<file path="config.mk">
export PLATFORM = sky130hd
export DESIGN_NAME = glitch_pulse_monitor_flat
export DESIGN_NICKNAME = d
export VERILOG_FILES = /design/src/rtl/glitch_mon_pkg.sv /design/src/rtl/glitch_pulse_monitor_if.sv /design/src/rtl/glitch_pulse_monitor_sync_edge.sv /design/src/rtl/glitch_pulse_monitor.sv /design/src/flat_wrapper.sv
export SDC_FILE = /design/constraint.sdc
export NUM_CORES = 1
export LEC_CHECK = 0
export ABC_AREA = 1
export CAP_MARGIN = 20
export CORE_UTILIZATION = 53
export CTS_BUF_LIST = sky130_fd_sc_hd__clkbuf_4
export DETAILED_ROUTE_END_ITERATION = 7
export PLACE_DENSITY = 0.75
export SKIP_CTS_REPAIR_TIMING = 1
export SYNTH_ARGS = -nofsm -noshare
export SYNTH_HDL_FRONTEND = slang
export SYNTH_SLANG_ARGS = --single-unit
</file>
<file path="constraint.sdc">
create_clock -name CLK -period 7.9 [get_ports CLK]
set_clock_uncertainty 0.1 [all_clocks]
set_input_delay 1.58 -clock CLK [delete_from_list [all_inputs] [get_ports CLK]]
set_output_delay 1.58 -clock CLK [all_outputs]
set_load 0.01 [all_outputs]
</file>
<file path="src/rtl/glitch_mon_pkg.sv">
// Shared types for the glitch pulse monitor: FSM states, result record layout
// and the drop-counter width.
package glitch_mon_pkg;

  localparam int unsigned DROP_W = 16;
  localparam int unsigned REC_W  = 32;

  typedef enum logic [1:0] {
    IDLE,
    WAIT,
    PULSE
  } state_e;

  // Record layout at the default counter width.
  typedef struct packed {
    logic [REC_W-1:0] width;
    logic [REC_W-1:0] period;
    logic             sat;
  } rec_t;

endpackage

</file>
<file path="src/rtl/glitch_pulse_monitor_if.sv">
// Result-record stream of the glitch pulse monitor (valid/ready handshake).
interface glitch_pulse_monitor_if #(
  parameter int unsigned CNT_W = 32
);
  logic             M_VALID;
  logic             M_READY;
  logic [CNT_W-1:0] M_WIDTH;
  logic [CNT_W-1:0] M_PERIOD;
  logic             M_SAT;

  modport master (output M_VALID, M_WIDTH, M_PERIOD, M_SAT, input M_READY);
  modport slave  (input M_VALID, M_WIDTH, M_PERIOD, M_SAT, output M_READY);
endinterface

</file>
<file path="src/rtl/glitch_pulse_monitor_sync_edge.sv">
// Multi-flop synchroniser for the asynchronous pulse pin; resets to the
// pin's inactive level so no spurious pulse is seen out of reset.
module sync_edge #(
  parameter int unsigned STAGES  = 2,
  parameter bit          RST_VAL = 1'b1
) (
  input  logic i_clk,
  input  logic i_rst,
  input  logic i_async,
  output logic o_sync
);

  logic [STAGES-1:0] r_sync;

  always_ff @(posedge i_clk or posedge i_rst) begin
    if (i_rst) begin
      r_sync <= {STAGES{RST_VAL}};
    end else begin
      r_sync <= {r_sync[STAGES-2:0], i_async};
    end
  end

  assign o_sync = r_sync[STAGES-1];

endmodule

</file>
<file path="src/rtl/glitch_pulse_monitor.sv">
// Measures width and start-to-start period of pulses on an asynchronous pin.
// Optional min/max width statistics are enabled with GLITCH_MON_STATS_EN.
module glitch_pulse_monitor
  import glitch_mon_pkg::*;
#(
  parameter int unsigned CNT_W       = 32,
  parameter int unsigned SYNC_STAGES = 2,
  parameter bit          ACTIVE_LOW  = 1'b1,
  parameter int unsigned MIN_WIDTH   = 1
) (
  input  logic                   CLK,
  input  logic                   RST,
  input  logic                   EN,
  input  logic                   PULSE_IN,
  glitch_pulse_monitor_if.master m,
`ifdef GLITCH_MON_STATS_EN
  input  logic                   STATS_CLR,
  output logic [CNT_W-1:0]       MIN_WIDTH_OUT,
  output logic [CNT_W-1:0]       MAX_WIDTH_OUT,
`endif
  output logic [DROP_W-1:0]      DROP_CNT,
  output logic                   BUSY
);

  localparam logic [CNT_W-1:0] CNT_MAX   = '1;
  localparam logic [CNT_W-1:0] MIN_W_CNT = CNT_W'(MIN_WIDTH);

  logic w_s, w_act;

  sync_edge #(
    .STAGES (SYNC_STAGES),
    .RST_VAL(ACTIVE_LOW)
  ) u_sync (
    .i_clk  (CLK),
    .i_rst  (RST),
    .i_async(PULSE_IN),
    .o_sync (w_s)
  );

  assign w_act = w_s ^ ACTIVE_LOW;

  state_e           r_state, w_state_nxt;
  logic [CNT_W-1:0] r_width, w_width_nxt;
  logic [CNT_W-1:0] r_period, w_period_nxt;
  logic [CNT_W-1:0] r_lat_period, w_lat_period_nxt;
  logic             r_have_start, w_have_start_nxt;
  logic             r_sat, w_sat_nxt, w_sat_set, w_sat_clr;
  logic             w_publish;

  always_comb begin
    w_state_nxt      = r_state;
    w_width_nxt      = r_width;
    w_period_nxt     = r_period;
    w_lat_period_nxt = r_lat_period;
    w_have_start_nxt = r_have_start;
    w_sat_set        = 1'b0;
    w_sat_clr        = 1'b0;
    w_publish        = 1'b0;

    // Period runs from the first recorded start, through WAIT and PULSE alike.
    if (r_state != IDLE && r_have_start && r_period != CNT_MAX) begin
      w_period_nxt = r_period + 1'b1;
      if (w_period_nxt == CNT_MAX) w_sat_set = 1'b1;
    end

    unique case (r_state)
      IDLE: begin
        w_width_nxt      = '0;
        w_period_nxt     = '0;
        w_lat_period_nxt = '0;
        w_have_start_nxt = 1'b0;
        w_sat_clr        = 1'b1;
        if (!w_act) w_state_nxt = WAIT;
      end
      WAIT: begin
        if (w_act) begin
          w_state_nxt      = PULSE;
          w_width_nxt      = CNT_W'(1);
          w_lat_period_nxt = r_have_start ? r_period : '0;
          w_period_nxt     = CNT_W'(1);
          w_have_start_nxt = 1'b1;
        end
      end
      PULSE: begin
        if (w_act) begin
          if (r_width != CNT_MAX) begin
            w_width_nxt = r_width + 1'b1;
            if (w_width_nxt == CNT_MAX) w_sat_set = 1'b1;
          end
        end else begin
          w_publish   = (r_width >= MIN_W_CNT);
          w_state_nxt = WAIT;
        end
      end
      default: w_state_nxt = IDLE;
    endcase

    if (!EN) begin
      w_state_nxt = IDLE;
      w_publish   = 1'b0;
    end

    w_sat_nxt = ((w_publish || w_sat_clr) ? 1'b0 : r_sat) | w_sat_set;
  end

  always_ff @(posedge CLK or posedge RST) begin
    if (RST) begin
      r_state      <= IDLE;
      r_width      <= '0;
      r_period     <= '0;
      r_lat_period <= '0;
      r_have_start <= 1'b0;
      r_sat        <= 1'b0;
    end else begin
      r_state      <= w_state_nxt;
      r_width      <= w_width_nxt;
      r_period     <= w_period_nxt;
      r_lat_period <= w_lat_period_nxt;
      r_have_start <= w_have_start_nxt;
      r_sat        <= w_sat_nxt;
    end
  end

  logic              r_valid, w_valid_nxt;
  logic [CNT_W-1:0]  r_out_width, w_out_width_nxt;
  logic [CNT_W-1:0]  r_out_period, w_out_period_nxt;
  logic              r_out_sat, w_out_sat_nxt;
  logic [DROP_W-1:0] r_drop, w_drop_nxt;

  always_comb begin
    w_valid_nxt      = r_valid;
    w_out_width_nxt  = r_out_width;
    w_out_period_nxt = r_out_period;
    w_out_sat_nxt    = r_out_sat;
    w_drop_nxt       = r_drop;
    if (r_valid && m.M_READY) w_valid_nxt = 1'b0;
    if (w_publish) begin
      // A pending, unaccepted record wins over the new one.
      if (!r_valid || m.M_READY) begin
        w_valid_nxt      = 1'b1;
        w_out_width_nxt  = r_width;
        w_out_period_nxt = r_lat_period;
        w_out_sat_nxt    = r_sat | w_sat_set;
      end else if (r_drop != {DROP_W{1'b1}}) begin
        w_drop_nxt = r_drop + 1'b1;
      end
    end
  end

  always_ff @(posedge CLK or posedge RST) begin
    if (RST) begin
      r_valid      <= 1'b0;
      r_out_width  <= '0;
      r_out_period <= '0;
      r_out_sat    <= 1'b0;
      r_drop       <= '0;
    end else begin
      r_valid      <= w_valid_nxt;
      r_out_width  <= w_out_width_nxt;
      r_out_period <= w_out_period_nxt;
      r_out_sat    <= w_out_sat_nxt;
      r_drop       <= w_drop_nxt;
    end
  end

  assign m.M_VALID  = r_valid;
  assign m.M_WIDTH  = r_out_width;
  assign m.M_PERIOD = r_out_period;
  assign m.M_SAT    = r_out_sat;
  assign DROP_CNT   = r_drop;
  assign BUSY       = (r_state == PULSE);

`ifdef GLITCH_MON_STATS_EN
  logic [CNT_W-1:0] r_min_w, r_max_w;

  always_ff @(posedge CLK or posedge RST) begin
    if (RST) begin
      r_min_w <= '1;
      r_max_w <= '0;
    end else if (STATS_CLR) begin
      r_min_w <= '1;
      r_max_w <= '0;
    end else if (w_publish) begin
      if (r_width < r_min_w) r_min_w <= r_width;
      if (r_width > r_max_w) r_max_w <= r_width;
    end
  end

  assign MIN_WIDTH_OUT = r_min_w;
  assign MAX_WIDTH_OUT = r_max_w;
`endif

endmodule

</file>
<file path="src/flat_wrapper.sv">
// flat-port wrapper written by rule: the top's interface ports become plain ports
module glitch_pulse_monitor_flat import glitch_mon_pkg::*;
#(
  parameter int unsigned CNT_W       = 32,
  parameter int unsigned SYNC_STAGES = 2,
  parameter bit          ACTIVE_LOW  = 1'b1,
  parameter int unsigned MIN_WIDTH   = 1
)
  (CLK, RST, EN, PULSE_IN, DROP_CNT, BUSY, m_M_VALID, m_M_WIDTH, m_M_PERIOD, m_M_SAT, m_M_READY);
  glitch_pulse_monitor_if #(.CNT_W(CNT_W)) m_i ();
  input  logic CLK;
  input  logic RST;
  input  logic EN;
  input  logic PULSE_IN;
  output logic [DROP_W-1:0] DROP_CNT;
  output logic BUSY;
  output wire logic [$bits(m_i.M_VALID)-1:0] m_M_VALID;
  output wire logic [$bits(m_i.M_WIDTH)-1:0] m_M_WIDTH;
  output wire logic [$bits(m_i.M_PERIOD)-1:0] m_M_PERIOD;
  output wire logic [$bits(m_i.M_SAT)-1:0] m_M_SAT;
  input wire logic [$bits(m_i.M_READY)-1:0] m_M_READY;
  assign m_M_VALID = m_i.M_VALID;
  assign m_M_WIDTH = m_i.M_WIDTH;
  assign m_M_PERIOD = m_i.M_PERIOD;
  assign m_M_SAT = m_i.M_SAT;
  assign m_i.M_READY = m_M_READY;
  glitch_pulse_monitor #(.CNT_W(CNT_W), .SYNC_STAGES(SYNC_STAGES), .ACTIVE_LOW(ACTIVE_LOW), .MIN_WIDTH(MIN_WIDTH)) u_core (.CLK(CLK), .RST(RST), .EN(EN), .PULSE_IN(PULSE_IN), .m(m_i), .DROP_CNT(DROP_CNT), .BUSY(BUSY));
endmodule
</file>
Yosys cells after proc, flatten, opt, wreduce, memory -nomap -nowiden

Index checks and enable logic that the tools add are counted.

Register bits: 184
Input port bits: 5
Output and inout bits: 83
Logic and storage cells: 77

Add/subtract/negate cells: 3
Magnitude comparators: 1
Equality and inequality tests: 12
Mux-type cells: 30
Bitwise operators: 3
Reductions and logical operators: 16

Operators by type and width:

| cell                    | count |
|---|---|
| $mux W32                | 7 |
| $pmux W32 S2            | 2 |
| $pmux W32 S3            | 1 |
| $add A32 B1 Y32 const B | 2 |
| $eq A32 B32 Y1 const B  | 2 |
| $ne A32 B32 Y1 const B  | 2 |
| $ge A32 B1 Y1 const B   | 1 |
| $add A16 B1 Y16 const B | 1 |
| $ne A16 B16 Y1 const B  | 1 |
| $mux W1                 | 15 |
| $mux W2                 | 3 |
| $reduce_and A2 Y1       | 3 |
| $ne A2 B2 Y1 const B    | 2 |
| $pmux W2 S2             | 1 |
| $reduce_and A4 Y1       | 1 |
| $reduce_bool A2 Y1      | 2 |
| $logic_and A1 B1 Y1     | 3 |
| $ne A3 B2 Y1 const B    | 1 |
| $ne A3 B3 Y1 const B    | 1 |
| $reduce_and A3 Y1       | 1 |
| $reduce_bool A3 Y1      | 1 |
| $eq A2 B1 Y1 const B    | 1 |
| $eq A2 B2 Y1 const B    | 1 |
| $logic_not A2 Y1        | 1 |
| other kinds (7)         | 9 |

Longest topological paths before layout

Gate-level depths: netlist of the first run.

Depth in word-level cells: 9
Gate-level depth with buffers: 16
Mapped depth without buffers: 16

By module

A second synthesis of the first run with hierarchy kept.

Cells, all modules: 1,245
Area, all modules: 9,529.1 um^2

Modules (own cells, without submodules):

| module               | times used | cells each | area an instance (um^2) | seq. area each (um^2) |
|---|---|---|---|---|
| glitch_pulse_monitor | 1          | 1,242      | 9,472.8                 | 4,554.4 |
| sync_edge            | 1          | 3          | 56.3                    | 52.6 |

Worst setup path after synthesis of the first run

Ideal clock, no wire load.

Path type: in2reg
Start point: input port m_M_READY
End point: register u_core.r_drop[11], in the netlist u_core.DROP_CNT[11]
Library setup time: 0.123 ns
Data arrival time: 2.451 ns
Required time: 7.677 ns
Slack: 5.225 ns
Cell stages on the path: 8
Buffers on the path: 0
Cells stage by stage: nor2_1 > inv_1 > a21oi_1 > nand3_1 > inv_2 > nand2_1 > o21ai_0 > nand2_1

Cells in the longest elaborated chain, start to end: 3

RTL lines:

| element                            | line                        | text |
|---|---|---|
| start, declared                    | flat_wrapper.sv:21          | `input wire logic [$bits(m_i.M_READY)-1:0] m_M_READY;` |
| $logic_or A1 B1 Y1                 | glitch_pulse_monitor.sv:139 | `if (!r_valid \|\| m.M_READY) begin` |
| $not A1 Y1 (no source line)        | -                           |  |
| $reduce_and A3 Y1 (no source line) | -                           |  |
| end signal, assigned               | glitch_pulse_monitor.sv:162 | `r_drop <= w_drop_nxt;` |
| end, declared                      | glitch_pulse_monitor.sv:128 | `logic [DROP_W-1:0] r_drop, w_drop_nxt;` |

Every way passes these cells.
A chain may end at the register's enable or synchronous reset.

Worst setup path after layout of the first run

Start point: register u_core.r_state[0]
End point: output port BUSY

Cells in the longest elaborated chain, start to end: 1

RTL lines:

| element                | line                        | text |
|---|---|---|
| start, declared        | glitch_pulse_monitor.sv:42  | `state_e r_state, w_state_nxt;` |
| start signal, assigned | glitch_pulse_monitor.sv:115 | `r_state <= w_state_nxt;` |
| $eq A2 B2 Y1           | glitch_pulse_monitor.sv:171 | `assign BUSY = (r_state == PULSE);` |
| end, declared          | flat_wrapper.sv:16          | `output logic BUSY;` |

Every way passes these cells.

==> results.ini, run 1 <==
[status]
status = complete, no violations

[timing]
finalHoldViolations = 0
whs_ns = 0.2666
slew_headroom = 0.3066
worstMarginPinSlew_ns = 1.038
fmax_mhz = 272.6
finalSetupViolCount = 0
timing.final.max_slew_violations = 0
setup_tns_ns = 0
min_period_over_period = 0.4643
finalCriticalPeriod_ns = 3.668
grt_setup_unrepaired = false

[route]
wire_per_inst_um = 14.77
totalWireLength_um = 22240
remaining_drc_errors = 0
drt_pass1_iterations = 5
num_vias = 7988
drtAntennaViolNets = 0
detail_route.iter0.violations = 601
via_per_inst = 5.304

[cells_and_area]
layout.nets = 1282
drive_gt1_frac = 0.06802
area_growth_pct = 14.33

[logic_synthesis]
syn_area_um2 = 9440
ys.flop_type = dfrtp_1
synth_area_leaders = dfrtp_1 48%, nand2_1 13%, inv_1 5.7%
synth_nets = 1207
yosys_warnings = 0
yosysSeqAreaShare = 0.4880
yosysTopAreaCell = dfrtp_1
synth-seq-cells = 184
synth_top_area_share = 0.4824
synth_edf_count = 0
synth.distinct_cells = 37
synth_async_sr_flop_share = 1.000
syn-instance-count = 1191
synth_area_per_cell_um2 = 7.926

[floorplanning]
fp.dieArea_um2 = 18350
ioPinCount = 88
core_area_um2 = 17360
fp.dieW_um = 135.5
die_y_um = 135.5
initial_utilization = 0.5439
rows = 48

[pwr]
p_leak_nw = 4.531
ir_drop_mv = 0.1279
p_per_area_nw_per_um2 = 177.7

[global_route]
antenna_found_initial = 1
grt_pass1_vias = 7348
grt_pass1_wl_um = 36370
track_usage = 0.2549
grt_max_degree = 131
gr-total-overflow = 0

[clock_network]
clkTransAtPathRegs_ns = 0.15
clk_latency_ns = 0.60
cts_buffers = 17
clockRootBuffer = clkbuf_4
cts_tree = built
htreeDepth = 4
cts.sinks = 184
cts_buffer_depth = 2

[setup_path]
slowest_delay_ns = 0.59
crit_buf_inv = 2
critPathKind = reg2out
cp_cell_sequence = inv_1 > ha_1 > clkdlybuf4s50_1
crit_path_start_kind = register
cp.required_ns = 6.22
critical_path_arrival_ns = 1.99
cp_top_family = buffers and inverters
worstSetupEndpointType = primary output
crit_fanout = 5
slowest_stage = clkdlybuf4s50_1

[placed_design]
placement.io_buffers = 87
place_congestion = 0.9244
dp_hpwl_um = 15790

[min_path]
min_path_type = reg2reg

[run]
maxCapViolCount = 0

## layout by cell type, fill, tap and decap left out, types with 4 or more instances in the layout
| cell type | Yosys | routed |
|---|---|---|
| nand2_2 | 6 | 6 |
| nor4_1 | 7 | 7 |
| o21ai_0 | 87 | 87 |
| inv_2 | 6 | 6 |
| nor2_1 | 132 | 132 |
| nor2_2 | 12 | 12 |
| clkbuf_4 | 0 | 19 |
| nand4_1 | 21 | 21 |
| ha_1 | 11 | 11 |
| a211oi_1 | 29 | 29 |
| inv_6 | 0 | 4 |
| nor2_4 | 8 | 8 |
| nor3_1 | 10 | 10 |
| xnor2_1 | 6 | 6 |
| o22ai_1 | 43 | 43 |
| dfrtp_1 | 182 | 182 |
| a21oi_1 | 6 | 5 |
| clkdlybuf4s50_1 | 0 | 87 |
| inv_1 | 144 | 143 |
| o21ai_1 | 18 | 18 |
| xor2_1 | 29 | 29 |
| nand2_1 | 324 | 324 |
| buf_4 | 1 | 4 |
| nand3_2 | 6 | 6 |
| nand3_1 | 50 | 49 |
## through the flow
step                utilization  cells  total power [mW]  worst slack (ns)  instance area [um^2]
floorplan                     -   1191             1.306             1.223                  9440
global placement         0.6035   1471             1.389             4.046                 10480
detailed placement       0.6035   1471             1.396             3.953                 10480
CTS                      0.6200   1503             1.930             4.188                 10760
global route             0.6218   1506             2.012             4.147                 10790
finish                   0.6218   1506             1.918             4.232                 10790
## power by group
part / switching, mW / leakage (nW) / internal [mW]
sequential: 0.0525 / 2.53 / 0.982
clock: 0.338 / 0.151 / 0.198
combinational: 0.256 / 1.85 / 0.0914
total: 0.646 / 4.53 / 1.27
## per-layer routing
layer,wire (um),track usage,vias up
li1,-,-,4010
met1,11160,0.3932,3735
met4,266,0.07054,0
met3,1383,0.04190,22
met2,9430,0.3675,221
met5,0,0,-
## cell type report
class / count / area (um^2)
multi-input combinational: 820 / 4114
clock buffer: 19 / 142.6
antenna: 2 / 5.005
clock inverter: 13 / 142.6
fill: 1584 / 6564
tap: 225 / 281.5
timing repair buffer: 92 / 928.4
sequential: 184 / 4607
inverter: 151 / 571.8
## path summary, 6_finish.rpt
path	end	cells after the start	slack, ns	startpoint
setup reg to reg	u_core.r_lat_period[5]	6	4.99	u_core.r_state[1]
max in group asynchronous	u_core.r_width[31]	3	5.18	RST
setup / recovery	BUSY	3	4.23	u_core.r_state[0]
hold / removal	u_core.u_sync.r_sync[1]	0	0.27	u_core.u_sync.r_sync[0]
hold reg to reg	u_core.u_sync.r_sync[1]	0	0.27	u_core.u_sync.r_sync[0]
min in group asynchronous	u_core.m.M_VALID	2	1.29	RST
## flip-flops by register name, indices dropped and copies added, names as in the netlist, 2 cells and up
| register | cells |
|---|---|
| u_core.m.M_PERIOD | 32 |
| u_core.u_sync.r_sync | 2 |
| u_core.r_width | 32 |
| u_core.r_state | 2 |
| u_core.DROP_CNT | 16 |
| u_core.r_period | 32 |
| u_core.r_lat_period | 32 |
| u_core.m.M_WIDTH | 32 |
## cells in the mapped netlist, types with 3 or more instances
library cell,number
nand2_1,324
dfrtp_1,182
inv_1,144
nor2_1,132
o21ai_0,87
nand3_1,50
o22ai_1,43
a211oi_1,29
xor2_1,29
nand4_1,21
buf_2,18
o21ai_1,18
clkbuf_1,14
nor2_2,12
ha_1,11
nor3_1,10
nor2_4,8
nor4_1,7
a21oi_1,6
inv_2,6
nand2_2,6
nand3_2,6
xnor2_1,6
nand2_4,3
nor3_2,3
## logic make-up (layout without fill, tap and decap cells)
| kind of cell | Yosys count | after routing | share of synthesized area |
|---|---|---|---|
| compound gates | 188 | 188 | 0.1153 |
| simple gates | 585 | 585 | 0.2692 |
| xor+xnor | 36 | 36 | 0.03419 |
| buf+inv | 187 | 275 | 0.07873 |
| fa+ha+maj | 11 | 11 | 0.01458 |
| flops | 184 | 184 | 0.4880 |
| other cells | 0 | 2 | 0 |
(Power assumes the default switching activity.)
==> inputs of run 2 (changes only) <==
==> constraint.sdc (replaced) <==
create_clock -name CLK -period 3.65 [get_ports CLK]
set_clock_uncertainty 0.1 [all_clocks]
set_input_delay 0.73 -clock CLK [delete_from_list [all_inputs] [get_ports CLK]]
set_output_delay 0.73 -clock CLK [all_outputs]
set_load 0.01 [all_outputs]
==> run 2 against run 1 <==
  * Non-clock buffer count up 5
  * Sequential share of layout area did not move
  * Critical path depth unchanged
  * Power up 110%
  * Count of clock-buffer cells in the layout down 2
  * Sequential cell count did not move
  * Sequential power increased by 120%
  * Worst hold slack improved by 0.00083 ns
  * Utilization unchanged
  * Combinational power grew 120%
  * Via count is 0.14% higher
  * Largest cell class unchanged
  * Largest power group unchanged
  * Highest routed layer is now met5
==> results.ini, run 2 (synthesis results as in run 1) <==
[placed_design]
place_congestion = 0.9457  ; was 0.9244
dp_hpwl_um = 15910  ; was 15790 um
placed_cell_area_um2 = 10530  ; was 10480 um^2
placement.io_buffers = 87  ; unchanged

[clock_network]
cts_buffers = 17  ; unchanged
clockRootBuffer = clkbuf_4  ; unchanged
cts_buffer_depth = 2  ; unchanged
clk_latency_ns = 0.60  ; about the same
clkTransAtPathRegs_ns = 0.17  ; was 0.15 ns
htreeDepth = 4  ; unchanged
cts.sinks = 184  ; unchanged
cts_tree = built  ; unchanged

[timing]
slew_headroom = 0.4271  ; was 0.3066
finalSetupViolCount = 0  ; unchanged
setup_tns_ns = 0  ; unchanged
min_period_over_period = 0.7751
finalCriticalPeriod_ns = 2.829
timing.final.max_slew_violations = 0  ; unchanged
finalHoldViolations = 0  ; unchanged
fmax_mhz = 353.5
grt_setup_unrepaired = false  ; unchanged
worstMarginPinSlew_ns = 0.8594  ; was 1.038 ns

[setup_path]
cp.required_ns = 2.82  ; was 6.22 ns
crit_fanout = 5  ; unchanged
crit_path_start_kind = register  ; unchanged
critPathKind = reg2out  ; unchanged
critical_path_arrival_ns = 2.00  ; was 1.99 ns
worstSetupEndpointType = primary output  ; unchanged

[cells_and_area]
area_growth_pct = 14.33  ; unchanged
final_common_cell = nand2_1  ; unchanged
diodes = 0  ; was 2
drive_gt1_frac = 0.07321  ; was 0.06802
layout_common_cells = 324 x nand2_1, 182 x dfrtp_1, 143 x inv_1  ; unchanged
utilization = 0.6218  ; unchanged
post-route-cell-area_um2 = 10790  ; unchanged
layout.nets = 1287  ; was 1282

[route]
drtAntennaViolNets = 0  ; unchanged
wire_per_inst_um = 14.51  ; was 14.77 um
via_per_inst = 5.301  ; was 5.304
totalWireLength_um = 21890  ; was 22240 um
num_vias = 7999  ; was 7988
drt_pass1_iterations = 5  ; unchanged
detail_route.iter0.violations = 560  ; was 601
remaining_drc_errors = 0  ; unchanged

[floorplanning]
initial_utilization = 0.5439  ; unchanged
die_y_um = 135.5  ; unchanged
fp.dieW_um = 135.5  ; unchanged
ioPinCount = 88  ; unchanged
rows = 48  ; unchanged
fp.dieArea_um2 = 18350  ; unchanged
core_area_um2 = 17360  ; unchanged

[global_route]
gr-total-overflow = 0  ; unchanged
track_usage = 0.2518  ; was 0.2549
antenna_found_initial = 1  ; unchanged
grt_max_degree = 71  ; was 131
grt_pass1_vias = 7407  ; was 7348
grt_pass1_wl_um = 36310  ; was 36370 um

[pwr]
power_mw = 4.076  ; was 1.918 mW
ir_drop_mv = 0.2079  ; was 0.1279 mV
p_per_area_nw_per_um2 = 377.7  ; was 177.7 nW/um^2
p_leak_nw = 4.528  ; was 4.531 nW

[status]
status = complete, no violations  ; unchanged

[min_path]
min_path_type = reg2reg  ; unchanged

[run]
maxCapViolCount = 0  ; unchanged

## run 2: changes by cell type in the layout (fill, tap and decap cells not counted), sizes merged
cell | previous run | this run
clkinv | 6 | 4
clkinvlp | 2 | 5
clkbuf | 19 | 17
inv | 154 | 157
buf | 5 | 10
bufinv | 2 | 0
diode | 2 | 0
## run 2: routing by layer
metal | track usage | wire length, um | vias to the layer above
met5 | 0 | 13 | -
met4 | 0.07428 | 260 | 2
met2 | 0.3681 | 9319 | 219
met1 | 0.3835 | 11160 | 3741
met3 | 0.03928 | 1134 | 22
li1 | - | - | 4015
## run 2: layout make-up
class | count | area (um^2)
Sequential cell | 184 | 4607
Tap cell | 225 | 281.5
Inverter | 151 | 570.5
Fill cell | 1556 | 6564
Timing Repair Buffer | 97 | 958.4
Multi-Input combinational cell | 820 | 4114
Clock buffer | 17 | 127.6
Clock inverter | 15 | 133.9
## run 2: worst max-delay path, stage by stage, from the launching register on
cell and delay (ns):
dfrtp_1 0.45, inv_1 0.10, ha_1 0.29, clkdlybuf4s50_1 0.58
## run 2: worst paths after layout
kind	from	end	slack [ns]	cells past startpoint
setup / recovery	u_core.r_state[0]	BUSY	0.82	3
max in group asynchronous	RST	u_core.r_period[6]	2.20	3
hold reg to reg	u_core.u_sync.r_sync[0]	u_core.u_sync.r_sync[1]	0.27	0
hold / removal	u_core.u_sync.r_sync[0]	u_core.u_sync.r_sync[1]	0.27	0
setup reg to reg	u_core.r_period[1]	u_core.r_period[14]	0.90	9
min in group asynchronous	RST	u_core.r_lat_period[25]	0.61	3
## run 2: through the flow
step / hold WS, ns / std cells / setup slack [ns]
after CTS: 0.2684 / 1509 / 0.7851
after global placement: 0.2458 / 1477 / 0.9515
final: 0.2675 / 1509 / 0.8211
after global routing: 0.2719 / 1509 / 0.7136
after floorplan: 0.2452 / 1191 / 0.4571
after detailed placement: 0.2468 / 1477 / 0.8468
## run 2: power breakdown
group / total (mW) / leakage [nW] / switching [mW] / internal, mW
Sequential: 2.24 / 2.53 / 0.114 / 2.13
Clock: 1.07 / 0.132 / 0.776 / 0.296
Combinational: 0.764 / 1.86 / 0.554 / 0.210
